<file path="config.mk">
export PLATFORM = sky130hd
export DESIGN_NAME = round_sequencer
export DESIGN_NICKNAME = d
export VERILOG_FILES = /design/src/rtl/round_sequencer.sv
export SDC_FILE = /design/constraint.sdc
export NUM_CORES = 1
export LEC_CHECK = 0
export CAP_MARGIN = 20
export CORE_ASPECT_RATIO = 0.75
export CORE_MARGIN = 2
export CORE_UTILIZATION = 45
export CTS_BUF_LIST = sky130_fd_sc_hd__clkbuf_4 sky130_fd_sc_hd__clkbuf_8 sky130_fd_sc_hd__clkbuf_16
export DETAILED_ROUTE_END_ITERATION = 10
export MAX_ROUTING_LAYER = met4
export PLACE_DENSITY = 0.69
export SLEW_MARGIN = 30
export SYNTH_ARGS = -nofsm -noshare
export SYNTH_HDL_FRONTEND = slang
export SYNTH_SLANG_ARGS = --single-unit
</file>
<file path="constraint.sdc">
create_clock -name clk -period 2.55 [get_ports clk]
set_input_delay 0.3825 -clock clk [delete_from_list [all_inputs] [get_ports clk]]
set_output_delay 0.3825 -clock clk [all_outputs]
set_load 0.02 [all_outputs]
</file>
<file path="src/rtl/round_sequencer.sv">
// Multi-round, multi-stage step-unit sequencer with per-stage watchdog, abort and error state.
// Each round walks stage units 0..NUM_STAGES-1 over start/ready handshakes; the result is stored after the final round.
module round_sequencer #(
    parameter int unsigned NUM_STAGES = 5,
    parameter int unsigned NUM_ROUNDS = 24,
    parameter int unsigned RND_W      = 5,
    parameter int unsigned STG_W      = 3,
    parameter int unsigned TIMEOUT    = 255
) (
    input  logic                  clk,
    input  logic                  rst,
    input  logic                  start,
    input  logic                  abort,
    input  logic                  clear_err,
    input  logic [NUM_STAGES-1:0] stage_ready,
    output logic [NUM_STAGES-1:0] stage_start,
    output logic                  ready,
    output logic                  load_en,
    output logic                  store_en,
    output logic                  done,
    output logic                  err,
    output logic [RND_W-1:0]      round_idx,
    output logic [STG_W-1:0]      stage_idx
);

    localparam int unsigned WD_W = (TIMEOUT > 1) ? $clog2(TIMEOUT) : 1;
    localparam logic [WD_W-1:0]  WD_LAST  = WD_W'(TIMEOUT - 1);
    localparam logic [STG_W-1:0] LAST_STG = STG_W'(NUM_STAGES - 1);
    localparam logic [RND_W-1:0] LAST_RND = RND_W'(NUM_ROUNDS - 1);

    typedef enum logic [2:0] {
        S_IDLE,
        S_LOAD,
        S_ISSUE,
        S_WAIT,
        S_STORE,
        S_ERR
    } state_t;

    state_t           state;
    state_t           state_nxt;
    logic [RND_W-1:0] rnd_nxt;
    logic [STG_W-1:0] stg_nxt;
    logic [WD_W-1:0]  wdog;
    logic [WD_W-1:0]  wdog_nxt;
    logic             cur_ready;
    logic             wd_hit;

    assign cur_ready = stage_ready[stage_idx];
    assign wd_hit    = (TIMEOUT != 0) && (wdog == WD_LAST);

    // Next-state, index and watchdog logic; abort overrides everything in active states.
    always_comb begin
        state_nxt = state;
        rnd_nxt   = round_idx;
        stg_nxt   = stage_idx;
        wdog_nxt  = wdog;
        case (state)
            S_IDLE: begin
                if (start) state_nxt = S_LOAD;
            end
            S_LOAD: begin
                rnd_nxt   = '0;
                stg_nxt   = '0;
                wdog_nxt  = '0;
                state_nxt = S_ISSUE;
            end
            S_ISSUE: begin
                if (wd_hit) begin
                    state_nxt = S_ERR;
                end else begin
                    wdog_nxt = wdog + 1'b1;
                    if (!cur_ready) state_nxt = S_WAIT;
                end
            end
            S_WAIT: begin
                // Stage completion wins over a coincident watchdog expiry.
                if (cur_ready) begin
                    wdog_nxt = '0;
                    if (stage_idx != LAST_STG) begin
                        stg_nxt   = stage_idx + 1'b1;
                        state_nxt = S_ISSUE;
                    end else if (round_idx != LAST_RND) begin
                        rnd_nxt   = round_idx + 1'b1;
                        stg_nxt   = '0;
                        state_nxt = S_ISSUE;
                    end else begin
                        state_nxt = S_STORE;
                    end
                end else if (wd_hit) begin
                    state_nxt = S_ERR;
                end else begin
                    wdog_nxt = wdog + 1'b1;
                end
            end
            S_STORE: begin
                state_nxt = S_IDLE;
            end
            S_ERR: begin
                if (clear_err) begin
                    rnd_nxt   = '0;
                    stg_nxt   = '0;
                    state_nxt = S_IDLE;
                end
            end
            default: begin
                state_nxt = S_IDLE;
            end
        endcase

        if (abort && (state == S_LOAD || state == S_ISSUE ||
                      state == S_WAIT || state == S_STORE)) begin
            rnd_nxt   = '0;
            stg_nxt   = '0;
            state_nxt = S_IDLE;
        end
    end

    // State register; outputs are registered decodes of the next state.
    always_ff @(posedge clk or posedge rst) begin
        if (rst) begin
            state       <= S_IDLE;
            round_idx   <= '0;
            stage_idx   <= '0;
            wdog        <= '0;
            ready       <= 1'b1;
            load_en     <= 1'b0;
            store_en    <= 1'b0;
            done        <= 1'b0;
            err         <= 1'b0;
            stage_start <= '0;
        end else begin
            state       <= state_nxt;
            round_idx   <= rnd_nxt;
            stage_idx   <= stg_nxt;
            wdog        <= wdog_nxt;
            ready       <= (state_nxt == S_IDLE);
            load_en     <= (state_nxt == S_LOAD);
            store_en    <= (state_nxt == S_STORE);
            done        <= (state_nxt == S_STORE);
            err         <= (state_nxt == S_ERR);
            stage_start <= (state_nxt == S_ISSUE) ? (NUM_STAGES'(1) << stg_nxt) : '0;
        end
    end

endmodule
</file>
==> flow_metrics.py <==
metrics = {
    "setup_path": {
        "cp_max_fo": 6,
        "worstSetupStartpointType": "flip-flop",
        "cp_top_family": "simple AND/OR/NAND/NOR gates",
        "endpoint_kind": "flip-flop",
        "crit_type": "reg -> reg",
        "slowest_delay_ps": 510,
        "slowest_stage": "or4_4",
        "path_cells": "ha_1, and4b_4, or4_4, o21ba_4, o21ai_4, or4_1, a21oi_1",
        "path_buf_inv": 0,
        "required_ps": 2750,
        "cp_data_arrival_time_ps": 2630,
    },
    "detailed_routing": {
        "ant_nets": 0,
        "wl_per_cell_um": 16.2,
        "drc": 0,
        "dr.pass1.iters": 4,
        "viasPerCell": 5.86,
        "first_iter_violations": 130,
        "finalWirelength_mm": 4.43,
        "vias": 1599,
    },
    "timing": {
        "finalHoldViolCount": 0,
        "slew_headroom": 0.601,
        "tightest_slew_ps": 592,
        "slew_viol_final": 0,
        "rsz0062_at_grt": "false",
        "period_minus_slack_ps": 2430,
        "fin_hold_ws_ps": 467,
        "fmax_mhz": 411,
        "skew_ps": 6.41,
        "setup_viol": 0,
        "fin_crit_sh": 0.954,
    },
    "power": {
        "leakagePower_nw": 0.926,
        "p_per_area_nw_per_um2": 744,
        "irDropWorstVdd_v": 0.000556,
    },
    "clock_tree": {
        "cts-hold-fix-buffers": 0,
        "post_cts_buffers": 0,
        "clkSlewWorstSetupHoldPaths_ps": 100,
        "clk-insertion-delay-late_ps": 270,
        "cts_num_sinks": 28,
        "cts_resized": 0,
        "h-tree-depth": 1,
        "cts_made_buffers": 3,
        "cts_root_buf": "clkbuf_8",
        "cts_tree": "done",
        "clockBufferDepth": 2,
    },
    "final_layout": {
        "layout-drive-gt1-share": 0.154,
        "final_cell_area_um2": 2180,
        "antenna_cells": 0,
        "fin_nets": 237,
        "syn2layout_area_growth_pct": 24.6,
    },
    "synth": {
        "synth_cells": 184,
        "synth_edf_count": 0,
        "yosysUniqueCellTypes": 55,
        "ys.flop_type": "dfrtp_1",
        "syn_nets": 199,
        "synth_seq_cells": 28,
        "yosysTopAreaCell": "dfrtp_1",
        "ys_warn_count": 0,
        "async_flop_share": 1.00,
        "syn_area_um2": 1750,
        "syn_area_per_cell_um2": 9.50,
        "synth_area_leaders": "dfrtp_1 39%, o21ai_0 5.2%, ha_1 3.6%",
        "ys_seq_area_frac": 0.402,
        "yosys.area.top_type_share": 0.387,
    },
    "global_route": {
        "grt_util_all_layers": 0.226,
        "grt_max_degree": 29,
        "antenna_found_initial": 0,
        "grt-ovfl-total": 0,
        "grt_pass1_vias": 1527,
        "grt_pass1_wl_mm": 7.69,
    },
    "job": {
        "drv_cap": 0,
    },
    "die": {
        "initial_core_util": 0.474,
        "die_y_um": 58.0,
        "row_count": 19,
        "dieArea_um2": 4400,
        "die_w_um": 76.0,
        "core_um2": 3680,
        "io_pins": 28,
    },
    "worst_hold_path": {
        "min_path_type": "in -> async",
    },
    "placement": {
        "post-dp-hpwl_mm": 3.48,
        "place.gp.congestion": 1.01,
        "placed_area_um2": 2120,
        "port-buffer-count": 27,
    },
    "outcome": {
        "status": "complete, no violations",
    },
}
## path summary, 6_finish.rpt
kind,slack (ps),depth (start not counted),end,startpoint
setup / recovery,120,7,round_idx[3],round_idx[1]
hold / removal,470,3,wdog[7],rst
setup reg to reg,120,7,round_idx[3],round_idx[1]
hold reg to reg,560,1,wdog[5],wdog[5]
max in group asynchronous,1770,3,ready,rst
min in group clk,560,1,wdog[5],wdog[5]
## registers in the layout (all words and copies together), names as in the netlist
name	flops
state	3
round_idx	5
stage_idx	3
ready	1
stage_start	5
wdog	8
load_en	1
err	1
done	1
## Yosys cell counts, types with 2 or more instances
cell type and n:
nand3_1 11, inv_1 10, and3_1 7, a21boi_1 2
o2111ai_1 2, nor3_1 3, mux2i_1 2, dfrtp_1 27
o21ai_0 18, a21oi_1 9, nor2b_1 4, buf_6 4
a22o_1 6, buf_4 2, nor2_1 13, a31o_2 2
o211ai_1 3, nand2_1 11, nand4_1 3, buf_2 2
o21a_1 3, a31oi_1 2, nor3b_1 2, ha_1 5
## where the power goes
| part | internal, mW | total, mW | switching (mW) |
|---|---|---|---|
| combinational | 0.329 | 0.785 | 0.456 |
| sequential | 0.504 | 0.561 | 0.0569 |
| clock | 0.138 | 0.275 | 0.137 |
## cells by family after synthesis
kind of cell    Yosys count  synth area share
simple gates             69             0.239
mux                       3            0.0179
fa+ha+maj                 5            0.0358
flops                    28             0.402
compound gates           59             0.237
xor+xnor                  1           0.00501
buf+inv                  19            0.0637
## routing by layer
metal | global-route usage | vias to the layer above | share of wire
li1 | - | 759 | -
met1 | 0.333 | 777 | 0.50
met2 | 0.335 | 57 | 0.42
met3 | 0.0436 | 6 | 0.068
met4 | 0.0286 | 0 | 0.0097
met5 | - | - | 0
## final cells by class
| cell class | instances | area (um^2) |
|---|---|---|
| clock buffers | 4 | 55.1 |
| fillers | 350 | 1510 |
| inverters | 10 | 37.5 |
| multi-input cells | 137 | 935 |
| flip-flops and latches | 28 | 702 |
| well taps | 52 | 65.1 |
| repair buffers | 42 | 383 |
## cells in the final DEF (no fill, tap or decap), drive strengths merged, types with 3 or more instances in the layout
cell / Yosys / layout
nor2: 13 / 13
and3: 7 / 7
ha: 5 / 5
inv: 10 / 10
clkdlybuf4s50: 0 / 27
nor3: 5 / 5
nand2: 11 / 11
nor2b: 4 / 4
clkbuf: 1 / 4
a22o: 6 / 6
o21ai: 19 / 19
dfrtp: 27 / 27
a21oi: 9 / 9
buf: 8 / 15
o21a: 3 / 3
o211ai: 3 / 3
nand4: 3 / 3
nand3: 11 / 11
## tightest hold or removal path, stage by stage
cell             delay (ps)
clkdlybuf4s50_1         400
inv_1                    50
buf_4                   320
## through the flow
| step | cells | power [mW] | setup TNS [ps] | util | worst slack, ps |
|---|---|---|---|---|---|
| after global routing | 273 | 1.73 | 0 | 0.591 | 19.7 |
| final | 273 | 1.62 | 0 | 0.591 | 116 |
| after CTS | 273 | 1.62 | 0 | 0.591 | 106 |
| after detailed placement | 269 | 1.35 | -58.9 | 0.576 | -58.9 |
| after floorplan | 184 | 1.10 | 0 | - | 96.5 |
| after global placement | 269 | 1.32 | 0 | 0.576 | 65.0 |
Note: power is estimated with default switching activity, not from simulation.
